[config.mk]
export PLATFORM = sky130hd
export DESIGN_NAME = snes_poller
export DESIGN_NICKNAME = d
export VERILOG_FILES = /design/src/rtl/snes_pkg.sv /design/src/rtl/snes_sync.sv /design/src/rtl/snes_poller.sv
export SDC_FILE = /design/constraint.sdc
export NUM_CORES = 1
export LEC_CHECK = 0
export ABC_AREA = 1
export CAP_MARGIN = 10
export CORE_MARGIN = 3
export CORE_UTILIZATION = 58
export DETAILED_ROUTE_END_ITERATION = 6
export HOLD_SLACK_MARGIN = 0.03
export PLACE_DENSITY = 0.76
export REMOVE_ABC_BUFFERS = 1
export SYNTH_ARGS = -nofsm -noshare
export SYNTH_HDL_FRONTEND = slang
export SYNTH_SLANG_ARGS = --single-unit
[constraint.sdc]
create_clock -name clk -period 3.47 [get_ports clk]
set_input_delay 0.8675 -clock clk [delete_from_list [all_inputs] [get_ports clk]]
set_output_delay 0.8675 -clock clk [all_outputs]
set_load 0.02 [all_outputs]
[src/rtl/snes_pkg.sv]
// snes_pkg: shared state encoding, default parameters and bit-order constant for the SNES poller
package snes_pkg;
  typedef enum logic [2:0] {
    IDLE   = 3'd0,
    LATCH  = 3'd1,
    LOW    = 3'd2,
    HI     = 3'd3,
    COMMIT = 3'd4
  } state_t;
  localparam int DEF_NUM_PADS     = 2;
  localparam int DEF_NUM_BITS     = 12;
  localparam int DEF_CLK_DIV      = 3;
  localparam int DEF_LATCH_CYCLES = 4;
  localparam int DEF_POLL_PERIOD  = 208333;
  localparam int DEF_ADDR_W       = 2;
  localparam bit FIRST_BIT_MSB    = 1'b1;
  function automatic int max2(input int a, input int b);
    return a > b ? a : b;
  endfunction
endpackage

[src/rtl/snes_sync.sv]
// snes_sync: parametrised-width 2-FF synchroniser for the asynchronous pad data lines
module snes_sync #(
  parameter int W = 1
) (
  input  logic         clk,
  input  logic         reset,
  input  logic [W-1:0] d,
  output logic [W-1:0] q
);
  logic [W-1:0] meta;
  // two-stage capture; resets to the released (idle-high) line level
  always_ff @(posedge clk)
    if (reset) begin
      meta <= '1;
      q    <= '1;
    end else begin
      meta <= d;
      q    <= meta;
    end
endmodule

[src/rtl/snes_poller.sv]
// snes_poller: polls NUM_PADS SNES controllers in parallel and exposes button/press state on a read port
module snes_poller
  import snes_pkg::*;
#(
  parameter int NUM_PADS     = DEF_NUM_PADS,
  parameter int NUM_BITS     = DEF_NUM_BITS,
  parameter int CLK_DIV      = DEF_CLK_DIV,
  parameter int LATCH_CYCLES = DEF_LATCH_CYCLES,
  parameter int POLL_PERIOD  = DEF_POLL_PERIOD,
  parameter int ADDR_W       = DEF_ADDR_W
) (
  input  logic                clk,
  input  logic                reset,
  input  logic                start,
  input  logic                auto_en,
  input  logic                rd_en,
  input  logic [ADDR_W-1:0]   rd_addr,
  output logic [NUM_BITS-1:0] rd_data,
  output logic [NUM_BITS-1:0] rd_press,
  output logic                busy,
  output logic                frame_done,
  input  logic [NUM_PADS-1:0] snes_data,
  output logic                snes_latch,
  output logic                snes_pulse
);
  localparam int CW = $clog2(max2(CLK_DIV, LATCH_CYCLES));
  localparam int TW = $clog2(POLL_PERIOD + 1);
  state_t state, nxt;
  logic [CW-1:0] cnt;
  logic [4:0] bit_cnt;
  logic [TW-1:0] timer;
  logic pending, trig, last, sample, commit;
  logic latch_n, pulse_n, busy_n, done_n;
  logic [NUM_PADS-1:0] sync_q;
  logic [NUM_BITS-1:0] shift [NUM_PADS];
  logic [NUM_BITS-1:0] buttons [NUM_PADS];
  logic [NUM_BITS-1:0] press [NUM_PADS];
  logic [NUM_BITS-1:0] rd_data_n, rd_press_n;

  snes_sync #(.W(NUM_PADS)) u_sync (.clk(clk), .reset(reset), .d(snes_data), .q(sync_q));

  assign trig   = auto_en && timer == '0;
  assign last   = cnt == (state == LATCH ? CW'(LATCH_CYCLES - 1) : CW'(CLK_DIV - 1));
  assign sample = state == LOW && last;
  assign commit = state == COMMIT;

  // state register; outputs are registered from the next-state decode so they align with the state
  always_ff @(posedge clk)
    if (reset) begin
      state      <= IDLE;
      snes_latch <= 1'b0;
      snes_pulse <= 1'b0;
      busy       <= 1'b0;
      frame_done <= 1'b0;
    end else begin
      state      <= nxt;
      snes_latch <= latch_n;
      snes_pulse <= pulse_n;
      busy       <= busy_n;
      frame_done <= done_n;
    end

  // next-state logic: latch, then alternating low/high shift phases, one commit cycle
  always_comb begin
    nxt = state;
    unique case (state)
      IDLE:    nxt = (start || trig || pending) ? LATCH : IDLE;
      LATCH:   nxt = last ? LOW : LATCH;
      LOW:     nxt = !last ? LOW : (bit_cnt == 5'(NUM_BITS - 1)) ? COMMIT : HI;
      HI:      nxt = last ? LOW : HI;
      COMMIT:  nxt = IDLE;
      default: nxt = IDLE;
    endcase
  end

  // output decode of the upcoming state
  always_comb begin
    latch_n = nxt == LATCH;
    pulse_n = nxt == HI;
    busy_n  = nxt != IDLE;
    done_n  = nxt == COMMIT;
  end

  // phase cycle counter restarts on every state change; bit counter counts samples in a frame
  always_ff @(posedge clk)
    if (reset) begin
      cnt     <= '0;
      bit_cnt <= '0;
    end else begin
      cnt     <= (nxt != state || state == IDLE) ? '0 : cnt + 1'b1;
      bit_cnt <= state == IDLE ? '0 : bit_cnt + 5'(sample);
    end

  // auto-poll timer; a trigger that lands mid-frame is remembered once and replayed from IDLE
  always_ff @(posedge clk)
    if (reset) begin
      timer   <= TW'(POLL_PERIOD - 1);
      pending <= 1'b0;
    end else begin
      if (auto_en) timer <= trig ? TW'(POLL_PERIOD - 1) : timer - 1'b1;
      pending <= auto_en && state != IDLE && (pending || trig);
    end

  // per-pad shift, button and sticky press registers; a read clears press but never drops a new edge
  always_ff @(posedge clk)
    if (reset) begin
      for (int p = 0; p < NUM_PADS; p++) begin
        shift[p]   <= '0;
        buttons[p] <= '0;
        press[p]   <= '0;
      end
    end else begin
      for (int p = 0; p < NUM_PADS; p++) begin
        if (sample) shift[p] <= FIRST_BIT_MSB ? {shift[p][NUM_BITS-2:0], ~sync_q[p]} : {~sync_q[p], shift[p][NUM_BITS-1:1]};
        if (commit) buttons[p] <= shift[p];
        press[p] <= ((rd_en && rd_addr == ADDR_W'(p)) ? '0 : press[p]) | (commit ? shift[p] & ~buttons[p] : '0);
      end
    end

  // read mux; addresses with no pad behind them read as zero
  always_comb begin
    rd_data_n  = '0;
    rd_press_n = '0;
    for (int p = 0; p < NUM_PADS; p++)
      if (rd_addr == ADDR_W'(p)) begin
        rd_data_n  = buttons[p];
        rd_press_n = press[p];
      end
  end

  // read port registers hold between reads
  always_ff @(posedge clk)
    if (reset) begin
      rd_data  <= '0;
      rd_press <= '0;
    end else if (rd_en) begin
      rd_data  <= rd_data_n;
      rd_press <= rd_press_n;
    end
endmodule

==> results.py <==
metrics = {
    "cells_and_area": {
        "nets": 648,
        "drive_gt1_frac": 0.153,
        "final_cell_mix": "99 x nand2_1, 94 x inv_1, 85 x dfxtp_1",
        "diodes": 0,
        "layout_commonest_cell": "nand2_1",
        "nFillCells": 701,
        "area_delta_synth_final_pct": 18.7,
    },
    "synthesis": {
        "synth-seq-cells": 133,
        "synth_cell_types": 39,
        "async_reset_ff_frac": 0,
        "ys_seq_area_frac": 0.566,
        "synth_area_per_cell_sq_um": 9.40,
        "syn-cell-area_sq_um": 5560,
        "syn-instance-count": 591,
        "yosys_warnings": 0,
        "synth-edff-count": 48,
        "ys.flop_type": "dfxtp_1",
    },
    "grt": {
        "grt_util_met2": 0.377,
        "grtUsageMet3": 0.0490,
        "grt_first_pass_wirelength_um": 19100,
        "track_usage": 0.220,
        "grt_most_used_layer": "met2",
        "grt_pass1_vias": 4095,
        "grt_max_degree": 51,
        "grtUsageMet1": 0.273,
        "grt-ovfl-total": 0,
        "antenna_found_initial": 0,
    },
    "pwr": {
        "clkPwrFrac": 0.473,
        "total_power_uw": 3510,
        "power.switching_uw": 787,
        "p_comb_frac": 0.051,
        "p_seq_frac": 0.476,
        "ir_drop_uv": 327,
        "p_int_uw": 2730,
        "p_per_area_nw_per_um2": 533,
        "swShare": 0.224,
        "p_leak_uw": 0.00275,
    },
    "detailed_routing": {
        "via_per_inst": 5.27,
        "route.detailed.drc": 0,
        "ant_nets": 0,
        "num_vias": 4093,
        "dr.pass1.iters": 4,
        "wl_per_cell_um": 14.6,
        "drt_iter0_drc": 220,
        "drt-total-wl_um": 11300,
    },
    "worst_setup_path": {
        "worstPathCellList": "clkdlybuf4s50_1",
        "cp_data_required_time_ns": 2.60,
        "path_buf_inv": 1,
        "start_kind": "register",
        "arrival_ns": 1.49,
        "cp-end-kind": "output port",
        "crit_type": "reg2out",
        "cp_max_fo": 2,
        "cp_slowest_cell": "clkdlybuf4s50_1",
        "crit_family": "buffers and inverters",
        "max_stage_delay_ns": 0.62,
    },
    "die": {
        "start_util": 0.599,
        "num_io_pins": 37,
        "dieArea_sq_um": 10800,
        "fp.dieW_um": 104,
        "core_area_sq_um": 9280,
        "fp-row-count": 35,
        "die_y_um": 104,
    },
    "placement": {
        "gp_congestion": 0.819,
        "io_buffers": 36,
        "place_ws_ns": 0.788,
        "dp_hpwl_um": 7130,
    },
    "job": {
        "maxCapViolCount": 0,
    },
    "clock_tree": {
        "clkTransAtPathRegs_ns": 0.06,
        "cts_tree": "done",
        "hold_buffers": 0,
        "cts.path.max_buffers": 2,
        "clkLatencyLatePin_ns": 0.51,
        "clock_sinks": 133,
        "cts_setup_buffers": 0,
        "ctsResizeCount": 0,
        "h-tree-depth": 4,
        "cts_root_buf": "clkbuf_8",
        "numCtsBuffers": 17,
    },
    "timing": {
        "rsz0062_at_grt": "no",
        "period_share": 0.679,
        "period_needed_ns": 2.35,
        "fin_tns_setup_ns": 0,
        "whs_ns": 0.413,
        "setup_violations": 0,
        "slew_violations": 0,
        "final-hold-violation-count": 0,
        "max_freq_mhz": 425,
        "tightest_slew_ns": 0.969,
        "skew_ns": 0.00749,
        "fin_ws_ns": 1.12,
        "slew-limit-headroom": 0.354,
    },
    "min_path": {
        "hold_class": "reg2reg",
    },
    "run_status": {
        "outcome": "finished, final reports clean",
    },
}
-- metal layers --
layer / share of wire / up-vias
met5: 0 / -
met4: 0.016 / 0
met3: 0.057 / 18
met2: 0.50 / 142
met1: 0.42 / 1926
li1: - / 2007
-- through the flow --
stage           util  cells  instance area [sq um]
4_1_cts        0.709    776                   6580
3_3_place_gp   0.649    744                   6030
3_5_place_dp   0.649    744                   6030
6_report       0.711    777                   6600
5_1_grt        0.711    777                   6600
2_1_floorplan      -    572                   5450
-- state kept, by name, summed over array words and instances, names as in the netlist, 2 cells and up --
| register | cells |
|---|---|
| buttons | 24 |
| shift | 24 |
| bit_cnt | 5 |
| rd_press | 12 |
| state | 3 |
| cnt | 2 |
| u_sync.meta | 2 |
| u_sync.q | 2 |
| timer | 18 |
| rd_data | 12 |
| press | 24 |
-- cells in the mapped netlist (all sizes together), types with 2 or more instances --
cell type    n  area share
or2          4      0.0045
nand2      105       0.075
ha           4      0.0090
o221ai      12       0.019
nor3         7      0.0081
a31oi        2      0.0023
a21oi        7      0.0063
nand4        6      0.0068
dfxtp       85        0.31
buf          9       0.013
xnor2        6      0.0095
nor4         2      0.0023
nand3       38       0.035
nor2        99        0.10
clkbuf      10      0.0068
edfxtp      48        0.26
o21ai        8      0.0072
inv        107       0.072
xor2         3      0.0047
a32o        22       0.040
-- cell type report --
cell class | instances | area [sq um] | share of cell area
multi-input combinational | 332 | 1910 | 0.289
clock inverter | 14 | 135 | 0.0205
timing repair buffer | 44 | 428 | 0.0649
inverter | 107 | 402 | 0.0609
tap | 129 | 161 | 0.0245
sequential | 133 | 3140 | 0.476
clock buffer | 18 | 418 | 0.0634
-- cells by family after synthesis --
logic type / share of synthesized area
XOR/XNOR: 0.0142
AND/OR/NAND/NOR: 0.241
flip-flops: 0.566
adder cells (fa/ha/maj): 0.00901
AO/OA/AOI/OAI: 0.0783
buffers and inverters: 0.0923
-- power groups by stage --
stage	combinational [uW]	clock, uW	sequential (uW)
global route	195	1750	1680
finish	178	1660	1670
global placement	168	0	1700
detailed placement	174	0	1710
floorplan	94.1	0	1710
CTS	176	1690	1670
-- final timing paths --
check                       from            end  slack, ns  cells past startpoint
setup reg to reg        state[0]  buttons[0][0]       1.46                      4
hold / removal    u_sync.meta[1]    u_sync.q[1]       0.41                      1
hold reg to reg   u_sync.meta[1]    u_sync.q[1]       0.41                      1
setup / recovery     rd_press[6]    rd_press[6]       1.12                      1
Power figures use the tool's default switching activity.
